`config.mk`:
```
export PLATFORM = sky130hd
export DESIGN_NAME = xt_stream_fetcher
export DESIGN_NICKNAME = d
export VERILOG_FILES = /design/src/rtl/xt_fetch_pkg.sv /design/src/rtl/xt_fetch_fifo.sv /design/src/rtl/xt_stream_fetcher.sv
export SDC_FILE = /design/constraint.sdc
export NUM_CORES = 1
export LEC_CHECK = 0
export CAP_MARGIN = 30
export CORE_MARGIN = 3
export CORE_UTILIZATION = 56
export DETAILED_ROUTE_END_ITERATION = 12
export PLACE_DENSITY_LB_ADDON = 0.2
export SYNTH_ARGS = -nofsm -noshare
export SYNTH_HDL_FRONTEND = slang
export SYNTH_SLANG_ARGS = --single-unit
```
`constraint.sdc`:
```
create_clock -name clk -period 3.7 [get_ports clk]
set_input_delay 0.74 -clock clk [delete_from_list [all_inputs] [get_ports clk]]
set_output_delay 0.74 -clock clk [all_outputs]
set_load 0.05 [all_outputs]
```
`src/rtl/xt_fetch_pkg.sv`:
```
// rtl/xt_fetch_pkg.sv - shared types and constants for the x_t stream fetcher
package xt_fetch_pkg;

    localparam int XT_ROM_LAT   = 2;
    localparam int XT_DATA_W    = 16;
    localparam int XT_TILE_SIZE = 4;

    typedef enum logic [1:0] {
        IDLE,
        RUN,
        DRAIN
    } xt_fetch_state_e;

    typedef logic signed [XT_TILE_SIZE-1:0][XT_DATA_W-1:0] xt_tile_t;

endpackage

```
`src/rtl/xt_fetch_fifo.sv`:
```
// rtl/xt_fetch_fifo.sv - tile FIFO with a registered head slot in front of DEPTH storage entries
module xt_fetch_fifo #(
    parameter int W     = 65,
    parameter int DEPTH = 4,
    localparam int PW   = $clog2(DEPTH)
) (
    input  logic         clk,
    input  logic         rst_n,
    input  logic         push,
    input  logic [W-1:0] push_data,
    input  logic         pop_ready,
    output logic         valid,
    output logic [W-1:0] data,
    output logic [PW:0]  occ
);

    localparam logic [PW:0] FULL_OCC = (PW+1)'(DEPTH);

    logic [W-1:0]  mem [DEPTH];
    logic [PW-1:0] wr_ptr;
    logic [PW-1:0] rd_ptr;
    logic          slot_free;
    logic          mem_wr;
    logic          mem_rd;

    // The head slot is refilled from storage first; an empty queue lets a capture bypass into it.
    assign slot_free = !valid || pop_ready;
    assign mem_rd    = slot_free && (occ != '0);
    assign mem_wr    = push && !(slot_free && (occ == '0));

    always_ff @(posedge clk or negedge rst_n) begin
        if (!rst_n) begin
            wr_ptr <= '0;
            rd_ptr <= '0;
            occ    <= '0;
            valid  <= 1'b0;
            data   <= '0;
        end else begin
            if (slot_free) begin
                if (mem_rd) begin
                    data   <= mem[rd_ptr];
                    rd_ptr <= rd_ptr + 1'b1;
                    valid  <= 1'b1;
                end else if (push) begin
                    data  <= push_data;
                    valid <= 1'b1;
                end else begin
                    valid <= 1'b0;
                end
            end
            if (mem_wr) begin
                mem[wr_ptr] <= push_data;
                wr_ptr      <= wr_ptr + 1'b1;
            end
            case ({mem_wr, mem_rd})
                2'b10:   occ <= occ + 1'b1;
                2'b01:   occ <= occ - 1'b1;
                default: occ <= occ;
            endcase
        end
    end

    always_ff @(posedge clk) begin
        if (rst_n) begin
            assert (!(mem_wr && !mem_rd && occ == FULL_OCC));
        end
    end

endmodule

```
`src/rtl/xt_stream_fetcher.sv`:
```
// rtl/xt_stream_fetcher.sv - ROM tile sequencer with elastic output stream; XT_FETCH_STATS_EN adds stall_cycles
module xt_stream_fetcher
    import xt_fetch_pkg::*;
#(
    parameter int ADDR_W     = 6,
    parameter int DATA_W     = XT_DATA_W,
    parameter int TILE_SIZE  = XT_TILE_SIZE,
    parameter int FIFO_DEPTH = 4
) (
    input  logic                     clk,
    input  logic                     rst_n,
    input  logic                     start,
    input  logic [ADDR_W-1:0]        base_addr,
    input  logic [ADDR_W:0]          num_tiles,
    output logic                     busy,
    output logic                     done,
    output logic                     rom_en,
    output logic [ADDR_W-1:0]        rom_addr,
    input  logic signed [DATA_W-1:0] rom_dout [TILE_SIZE],
    output logic                     out_valid,
    input  logic                     out_ready,
    output logic signed [DATA_W-1:0] out_vec [TILE_SIZE],
    output logic                     out_last
`ifdef XT_FETCH_STATS_EN
    ,
    output logic [31:0]              stall_cycles
`endif
);

    localparam int PW = $clog2(FIFO_DEPTH);
    localparam int EW = TILE_SIZE * DATA_W + 1;
    localparam logic [ADDR_W:0] ONE_TILE = (ADDR_W+1)'(1);

    xt_fetch_state_e   state;
    logic [ADDR_W:0]   remaining;
    logic [XT_ROM_LAT:0] tag_v;
    logic [XT_ROM_LAT:0] tag_last;
    logic [PW:0]       occ;
    logic [PW+1:0]     credit;
    logic              can_issue;
    logic [EW-1:0]     cap_entry;
    logic [EW-1:0]     head_entry;

    // Every tile between address issue and capture holds a FIFO slot in reserve.
    always_comb begin
        credit = {1'b0, occ};
        for (int i = 0; i <= XT_ROM_LAT; i++) begin
            credit = credit + (PW+2)'(tag_v[i]);
        end
    end
    assign can_issue = credit < (PW+2)'(FIFO_DEPTH);

    always_ff @(posedge clk or negedge rst_n) begin
        if (!rst_n) begin
            state     <= IDLE;
            busy      <= 1'b0;
            rom_en    <= 1'b0;
            done      <= 1'b0;
            rom_addr  <= '0;
            remaining <= '0;
            tag_v     <= '0;
            tag_last  <= '0;
        end else begin
            done                    <= 1'b0;
            tag_v[0]                <= 1'b0;
            tag_last[0]             <= 1'b0;
            tag_v[XT_ROM_LAT:1]     <= tag_v[XT_ROM_LAT-1:0];
            tag_last[XT_ROM_LAT:1]  <= tag_last[XT_ROM_LAT-1:0];
            case (state)
                IDLE: begin
                    if (start) begin
                        if (num_tiles == '0) begin
                            done <= 1'b1;
                        end else begin
                            rom_addr    <= base_addr;
                            tag_v[0]    <= 1'b1;
                            tag_last[0] <= (num_tiles == ONE_TILE);
                            remaining   <= num_tiles - 1'b1;
                            busy        <= 1'b1;
                            rom_en      <= 1'b1;
                            state       <= (num_tiles == ONE_TILE) ? DRAIN : RUN;
                        end
                    end
                end
                RUN: begin
                    if (can_issue) begin
                        rom_addr    <= rom_addr + 1'b1;
                        tag_v[0]    <= 1'b1;
                        tag_last[0] <= (remaining == ONE_TILE);
                        remaining   <= remaining - 1'b1;
                        if (remaining == ONE_TILE) begin
                            state <= DRAIN;
                        end
                    end
                end
                DRAIN: begin
                    if (out_valid && out_ready && out_last) begin
                        state  <= IDLE;
                        busy   <= 1'b0;
                        rom_en <= 1'b0;
                        done   <= 1'b1;
                    end
                end
                default: state <= IDLE;
            endcase
        end
    end

    always_comb begin
        cap_entry    = '0;
        cap_entry[0] = tag_last[XT_ROM_LAT];
        for (int i = 0; i < TILE_SIZE; i++) begin
            cap_entry[1 + i*DATA_W +: DATA_W] = rom_dout[i];
        end
    end

    xt_fetch_fifo #(
        .W     (EW),
        .DEPTH (FIFO_DEPTH)
    ) u_fifo (
        .clk       (clk),
        .rst_n     (rst_n),
        .push      (tag_v[XT_ROM_LAT]),
        .push_data (cap_entry),
        .pop_ready (out_ready),
        .valid     (out_valid),
        .data      (head_entry),
        .occ       (occ)
    );

    always_comb begin
        for (int i = 0; i < TILE_SIZE; i++) begin
            out_vec[i] = head_entry[1 + i*DATA_W +: DATA_W];
        end
    end
    assign out_last = out_valid & head_entry[0];

`ifdef XT_FETCH_STATS_EN
    always_ff @(posedge clk or negedge rst_n) begin
        if (!rst_n) begin
            stall_cycles <= '0;
        end else if (state == IDLE && start) begin
            stall_cycles <= '0;
        end else if (busy && out_valid && !out_ready) begin
            stall_cycles <= stall_cycles + 32'd1;
        end
    end
`endif

endmodule

```
==> flow_summary.json, run 1 <==
{
  "p_seq_share_pct": 39.1,
  "yosysSeqAreaShare_pct": 70.1,
  "peakVddDrop_mv": 0.529,
  "grt_max_degree": 115,
  "path_delay_family": "buffers and inverters",
  "finalSetupViolations": 0,
  "cts_buffer_depth": 3,
  "critPathRequiredTime_ns": 2.96,
  "yosysUniqueCellTypes": 45,
  "layout-drive-gt1-share_pct": 14.7,
  "hold_class": "primary input to async pin",
  "fin_cells": 1347,
  "dieArea_um2": 28000,
  "die-width_um": 167,
  "p_leak_nw": 6.27,
  "slowest_delay_ns": 0.82,
  "fin_crit_sh_pct": 72.7,
  "start_util_pct": 57.4,
  "rrSetupSlack_ns": 1.22,
  "ys_ff_latch": 356,
  "drtAntennaViolNets": 0,
  "endpoint_kind": "output pin",
  "fillers": 1758,
  "path_buf_inv": 1,
  "ys.flop_type": "edfxtp_1",
  "p_clk_share_pct": 24.7,
  "power_switching_mw": 5.20,
  "die_h_um": 167,
  "crit_type": "register to output pin",
  "maxSlewHeadroom_pct": 54.5,
  "grt_pass1_vias": 8010,
  "critPathArrivalTime_ns": 1.95,
  "max_freq_mhz": 372,
  "whs_ns": 0.141,
  "fin_crit_ns": 2.69,
  "wire_per_inst_um": 20.3,
  "combPwrFrac_pct": 36.2,
  "synth_nets": 978,
  "totalPowerFinal_mw": 14.7,
  "worst-slew-pin-transition_ns": 0.682,
  "syn-cell-area_um2": 14600,
  "critPathSlowestCell": "clkdlybuf4s50_1",
  "root_buffer": "clkbuf_16",
  "place.detailed.hpwl_um": 16500,
  "grt_pass1_wl_um": 43900,
  "p_sw_share_pct": 35.4,
  "cts_sinks": 356,
  "gp_congestion": 0.785,
  "firstDrtPassIters": 5,
  "synth-async-reset-ratio_pct": 27.0,
  "path_cells": "and2_1 > clkdlybuf4s50_1",
  "coreArea_um2": 25400,
  "status": "finished clean",
  "yosysWarnings": 0,
  "vias_per_cell": 5.64,
  "drc": 0,
  "slew_violations": 0,
  "rows": 58,
  "vias": 7601,
  "worstPathMaxFanout": 3,
  "clkTransAtPathRegs_ns": 0.06,
  "h-tree-depth": 2,
  "critPathLaunchType": "register",
  "synth_area_per_cell_um2": 16.5,
  "hold_viol_final": 0,
  "cts_tree": "done",
  "cts_hold_buf": 0,
  "grt_remaining_overflow": 0,
  "finClkSkew_ns": 0.0261,
  "dp.cells": 1280,
  "grt_usage_pct": 19.8,
  "first_iter_violations": 500,
  "io_buffers": 155,
  "numCtsBuffers": 36,
  "maxCapViolCount": 0,
  "io-pin-count": 156,
  "syn-instance-count": 884,
  "cts-resized-gates": 0,
  "power_density_nw_per_um2": 847,
  "synth_edf_count": 260,
  "final_net_count": 1082,
  "grt_setup_unrepaired": "false",
  "postCtsSetupBuffers": 0,
  "insertion_delay_ns": 0.52,
  "tns_ns": 0,
  "p_int_mw": 9.50,
  "antenna_found_initial": 2,
  "routed_wl_um": 27400,
  "syn_to_final_growth_pct": 19.1
}
power groups by stage:
stage	Clock (mW)	Combinational, mW	Sequential [mW]
4_1_cts	3.71	5.40	5.77
3_5_place_dp	0	5.38	5.84
5_1_grt	3.87	5.72	5.87
3_3_place_gp	0	5.17	5.90
2_1_floorplan	0	4.36	5.63
6_report	3.63	5.32	5.74
cell type report:
cell class	instances	area [um^2]	share of cell area (%)
multi-input cells	404	3660	21.1
inverters	16	62.6	0.360
flip-flops and latches	356	10200	58.9
clock inverters	14	180	1.04
clock buffers	52	1010	5.84
well taps	330	413	2.38
repair buffers	174	1810	10.4
diodes	1	2.50	0.0144
stage by stage:
step | utilization, % | area, um^2 | setup WS [ns]
finish | 68.3 | 17400 | 1.01
floorplan | - | 14600 | 0.356
global placement | 63.4 | 16100 | 0.705
detailed placement | 63.6 | 16200 | 0.655
CTS | 68.3 | 17400 | 0.980
global route | 68.3 | 17400 | 0.962
final timing paths:
| kind | startpoint | endpoint | cells after the start |
|---|---|---|---|
| setup reg to reg | u_fifo.occ[0] | remaining[3] | 9 |
| min in group clk | tag_last[0] | tag_last[1] | 0 |
| hold reg to reg | tag_last[0] | tag_last[1] | 0 |
| hold / removal | rst_n | u_fifo.data[63] | 1 |
| max in group asynchronous | rst_n | u_fifo.data[38] | 3 |
| setup / recovery | u_fifo.data[0] | out_last | 2 |
layout by cell type, fill, tap and decap left out, drive strengths merged, types with 2 or more instances in the layout:
cell	count
a211oi	3
a21oi	14
a31oi	3
and2	2
and3	4
buf	20
bufinv	4
clkbuf	52
clkdlybuf4s50	154
clkinv	8
dfrtp	96
edfxtp	260
fa	2
ha	11
inv	17
mux2i	66
mux4	65
nand2	87
nand2b	6
nand3	8
nand4	2
nor2	14
nor3	8
nor3b	4
o21a	2
o21ai	75
or2	2
or3	3
or4	2
xnor2	5
xor2	5
cell families after synthesis:
logic type | count (synthesis) | synth area share [%]
AO/OA/AOI/OAI | 102 | 3.87
XOR/XNOR | 10 | 0.601
adder cells (fa/ha/maj) | 13 | 1.22
buffers and inverters | 124 | 5.04
flip-flops | 356 | 70.1
multiplexers | 131 | 14.6
AND/OR/NAND/NOR | 148 | 4.61
routing by layer:
metal / wire, um / track usage (%) / part of all wire, % / up-vias
met5: 7 / 0 / 0.026 / -
met2: 13700 / 33.2 / 50 / 212
met4: 594 / 5.73 / 2.2 / 2
li1: - / - / - / 3469
met3: 1420 / 3.80 / 5.2 / 45
met1: 11700 / 27.0 / 43 / 3873
flip-flops by register name, indices dropped and copies added (netlist names):
register and flops:
u_fifo.mem 260, u_fifo.data 65, remaining 7, rom_addr 6, tag_last 3, tag_v 3
u_fifo.occ 3, state 2, u_fifo.rd_ptr 2, u_fifo.wr_ptr 2, done 1, rom_en 1
u_fifo.valid 1
cells in the mapped netlist, types with 3 or more instances:
| library cell | n | area, um^2 |
|---|---|---|
| ha_1 | 11 | 138 |
| nor2_1 | 14 | 52.6 |
| nor3_1 | 8 | 40.0 |
| and3_1 | 4 | 25.0 |
| xor2_1 | 5 | 43.8 |
| dfrtp_1 | 96 | 2400 |
| nand2b_1 | 6 | 37.5 |
| nand3_1 | 8 | 40.0 |
| buf_4 | 65 | 488 |
| mux2i_1 | 66 | 661 |
| nor3b_1 | 4 | 30.0 |
| inv_1 | 15 | 56.3 |
| edfxtp_1 | 260 | 7810 |
| buf_2 | 12 | 60.1 |
| a31oi_1 | 3 | 18.8 |
| a211oi_1 | 3 | 22.5 |
| clkbuf_1 | 30 | 113 |
| a21oi_1 | 13 | 65.1 |
| mux4_2 | 65 | 1460 |
| nand2_1 | 87 | 327 |
| o21ai_0 | 75 | 375 |
| xnor2_1 | 5 | 43.8 |
Note: power is estimated with default switching activity, not from simulation.
==> inputs of run 2 (changes only) <==
==> constraint.sdc (replaced) <==
create_clock -name clk -period 2.7 [get_ports clk]
set_input_delay 0.54 -clock clk [delete_from_list [all_inputs] [get_ports clk]]
set_output_delay 0.54 -clock clk [all_outputs]
set_load 0.05 [all_outputs]
==> run 2 against run 1 <==
  * Core utilization grew 0.88 points
  * Clock power is 39% higher
  * Sequential share of layout area shrank 0.75 points
  * Final cell count rose by 1.2%
  * Worst hold slack improved by 0.20 ns
==> flow_summary.json, run 2 (synthesis gave the netlist of run 1 again) <==
{
  "wire_per_inst_um": 20.2,
  "rows": 58,
  "reg.largest.list": "u_fifo.mem x260, u_fifo.data x65, remaining x7",
  "peakVddDrop_mv": 0.715,
  "postCtsSetupBuffers": 0,
  "p_leak_nw": 6.37,
  "min_to": "tag_last[2]",
  "antenna_found_initial": 2,
  "top_register": "u_fifo.mem",
  "path_cells": "inv_1 > fa_1 > inv_1 > ha_1 > and3b_1 > or4_1 > o21ai_0 > nor2_1 > a211oi_1",
  "h-tree-depth": 2,
  "cts_buffer_depth": 3,
  "path_common_cell": "inv_1",
  "vias_per_cell": 5.62,
  "die_h_um": 167,
  "finalSetupViolations": 0,
  "r2r-start": "u_fifo.occ[0]",
  "hold_viol_final": 0,
  "final_cell_mix": "260 x edfxtp_1, 154 x clkdlybuf4s50_1, 94 x dfrtp_1",
  "rrSetupSlack_ns": 0.24,
  "tns_ns": 0,
  "grt_remaining_overflow": 0,
  "critPathArrivalTime_ns": 2.86,
  "status": "finished clean",
  "layout-drive-gt1-share_pct": 16.4,
  "place.detailed.hpwl_um": 17000,
  "grt_usage_pct": 20.0,
  "io-pin-count": 156,
  "critPathSlowestCell": "or4_1",
  "dpl_cell_area_um2": 16300,
  "path_buf_inv": 2,
  "max_freq_mhz": 407,
  "critPathRequiredTime_ns": 3.10,
  "gp_congestion": 0.800,
  "root_buffer": "clkbuf_16",
  "grt_pass1_wl_um": 44600,
  "maxCapViolCount": 0,
  "slew_violations": 0,
  "maxSlewHeadroom_pct": 60.9,
  "cts_sinks": 356,
  "finClkSkew_ns": 0.0331,
  "drc": 0,
  "min_delay_path_depth": 0,
  "final_common_cell": "edfxtp_1",
  "firstDrtPassIters": 5,
  "final_net_count": 1096,
  "vias": 7659,
  "hold_class": "register to register",
  "crit_type": "register to register",
  "critPathLaunchType": "register",
  "slowest_delay_ns": 0.57,
  "grt_pass1_vias": 8164,
  "first_iter_violations": 561,
  "routed_wl_um": 27600,
  "endpoint_kind": "register",
  "reg2regPathDepth": 9,
  "numCtsBuffers": 37,
  "final_area_um2": 17600,
  "die-width_um": 167,
  "grt_max_degree": 73,
  "drtAntennaViolNets": 0,
  "dp.cells": 1292,
  "r2r_end": "remaining[3]",
  "largest_register_ffs": 260,
  "fin_cells": 1363,
  "totalPowerFinal_mw": 20.4,
  "io_buffers": 155,
  "power_density_nw_per_um2": 1160,
  "start_util_pct": 57.4,
  "fillers": 1689,
  "min_from": "tag_last[1]",
  "grt_setup_unrepaired": "false",
  "cts_tree": "done",
  "worstPathMaxFanout": 5,
  "worst-slew-pin-transition_ns": 0.585,
  "fin_crit_sh_pct": 91.1,
  "clkTransAtPathRegs_ns": 0.06,
  "syn_to_final_growth_pct": 20.7,
  "fin_crit_ns": 2.46,
  "dieArea_um2": 28000,
  "coreArea_um2": 25400,
  "insertion_delay_ns": 0.52,
  "path_delay_family": "simple AND/OR/NAND/NOR gates"
}
-- run 2: cell type report --
cell class	count	area (um^2)	area share, %
diodes	2	5.00	0.0285
clock buffers	51	1060	6.03
clock inverters	17	169	0.961
inverters	16	62.6	0.356
multi-input cells	404	3660	20.8
flip-flops and latches	356	10200	58.1
well taps	330	413	2.35
repair buffers	187	1990	11.3
-- run 2: worst max path at each step --
| stage | from | cells after the start | to | slack, ns |
|---|---|---|---|---|
| floorplan | u_fifo.valid | 11 | u_fifo.occ[2] | 0.04 |
| global placement | out_ready | 11 | u_fifo.occ[2] | 0.14 |
| detailed placement | num_tiles[3] | 7 | remaining[5] | 0.08 |
| CTS | u_fifo.occ[0] | 9 | remaining[3] | 0.24 |
| global route | u_fifo.occ[0] | 9 | remaining[3] | 0.10 |
| finish | u_fifo.occ[0] | 9 | remaining[3] | 0.24 |
-- run 2: worst reg2reg max path, cell delays in order (launching register included) --
cell	delay (ns)
dfrtp_1	0.39
inv_1	0.10
fa_1	0.37
inv_1	0.06
ha_1	0.21
and3b_1	0.17
or4_1	0.57
o21ai_0	0.21
nor2_1	0.06
a211oi_1	0.21
-- run 2: what timing repair did --
| item | CTS | global route |
|---|---|---|
| hold endpoints to repair | 23 | 0 |
| hold buffers | 1 | 0 |
| gates resized for setup | 0 | 0 |
-- run 2: power breakdown --
group	total (mW)	leakage, nW	internal [mW]	switching, mW
Sequential	7.82	3.51	7.06	0.757
Combinational	7.52	2.27	3.10	4.42
Clock	5.05	0.594	3.05	2.01
Total	20.4	6.37	13.2	7.18
-- run 2: metrics by stage --
step	util, %	hold WS [ns]	setup slack, ns
2_1_floorplan	-	0.244	0.0428
6_report	69.2	0.343	0.241
5_1_grt	69.2	0.353	0.104
3_3_place_gp	64.3	0.334	0.137
3_5_place_dp	64.3	0.338	0.0811
4_1_cts	69.2	0.347	0.237
-- run 2: routing by layer --
| layer | global-route usage, % | part of all wire [%] |
|---|---|---|
| met1 | 28.0 | 43 |
| met2 | 32.9 | 50 |
| met3 | 3.05 | 4.6 |
| met4 | 6.90 | 2.4 |
| met5 | 0 | 0 |
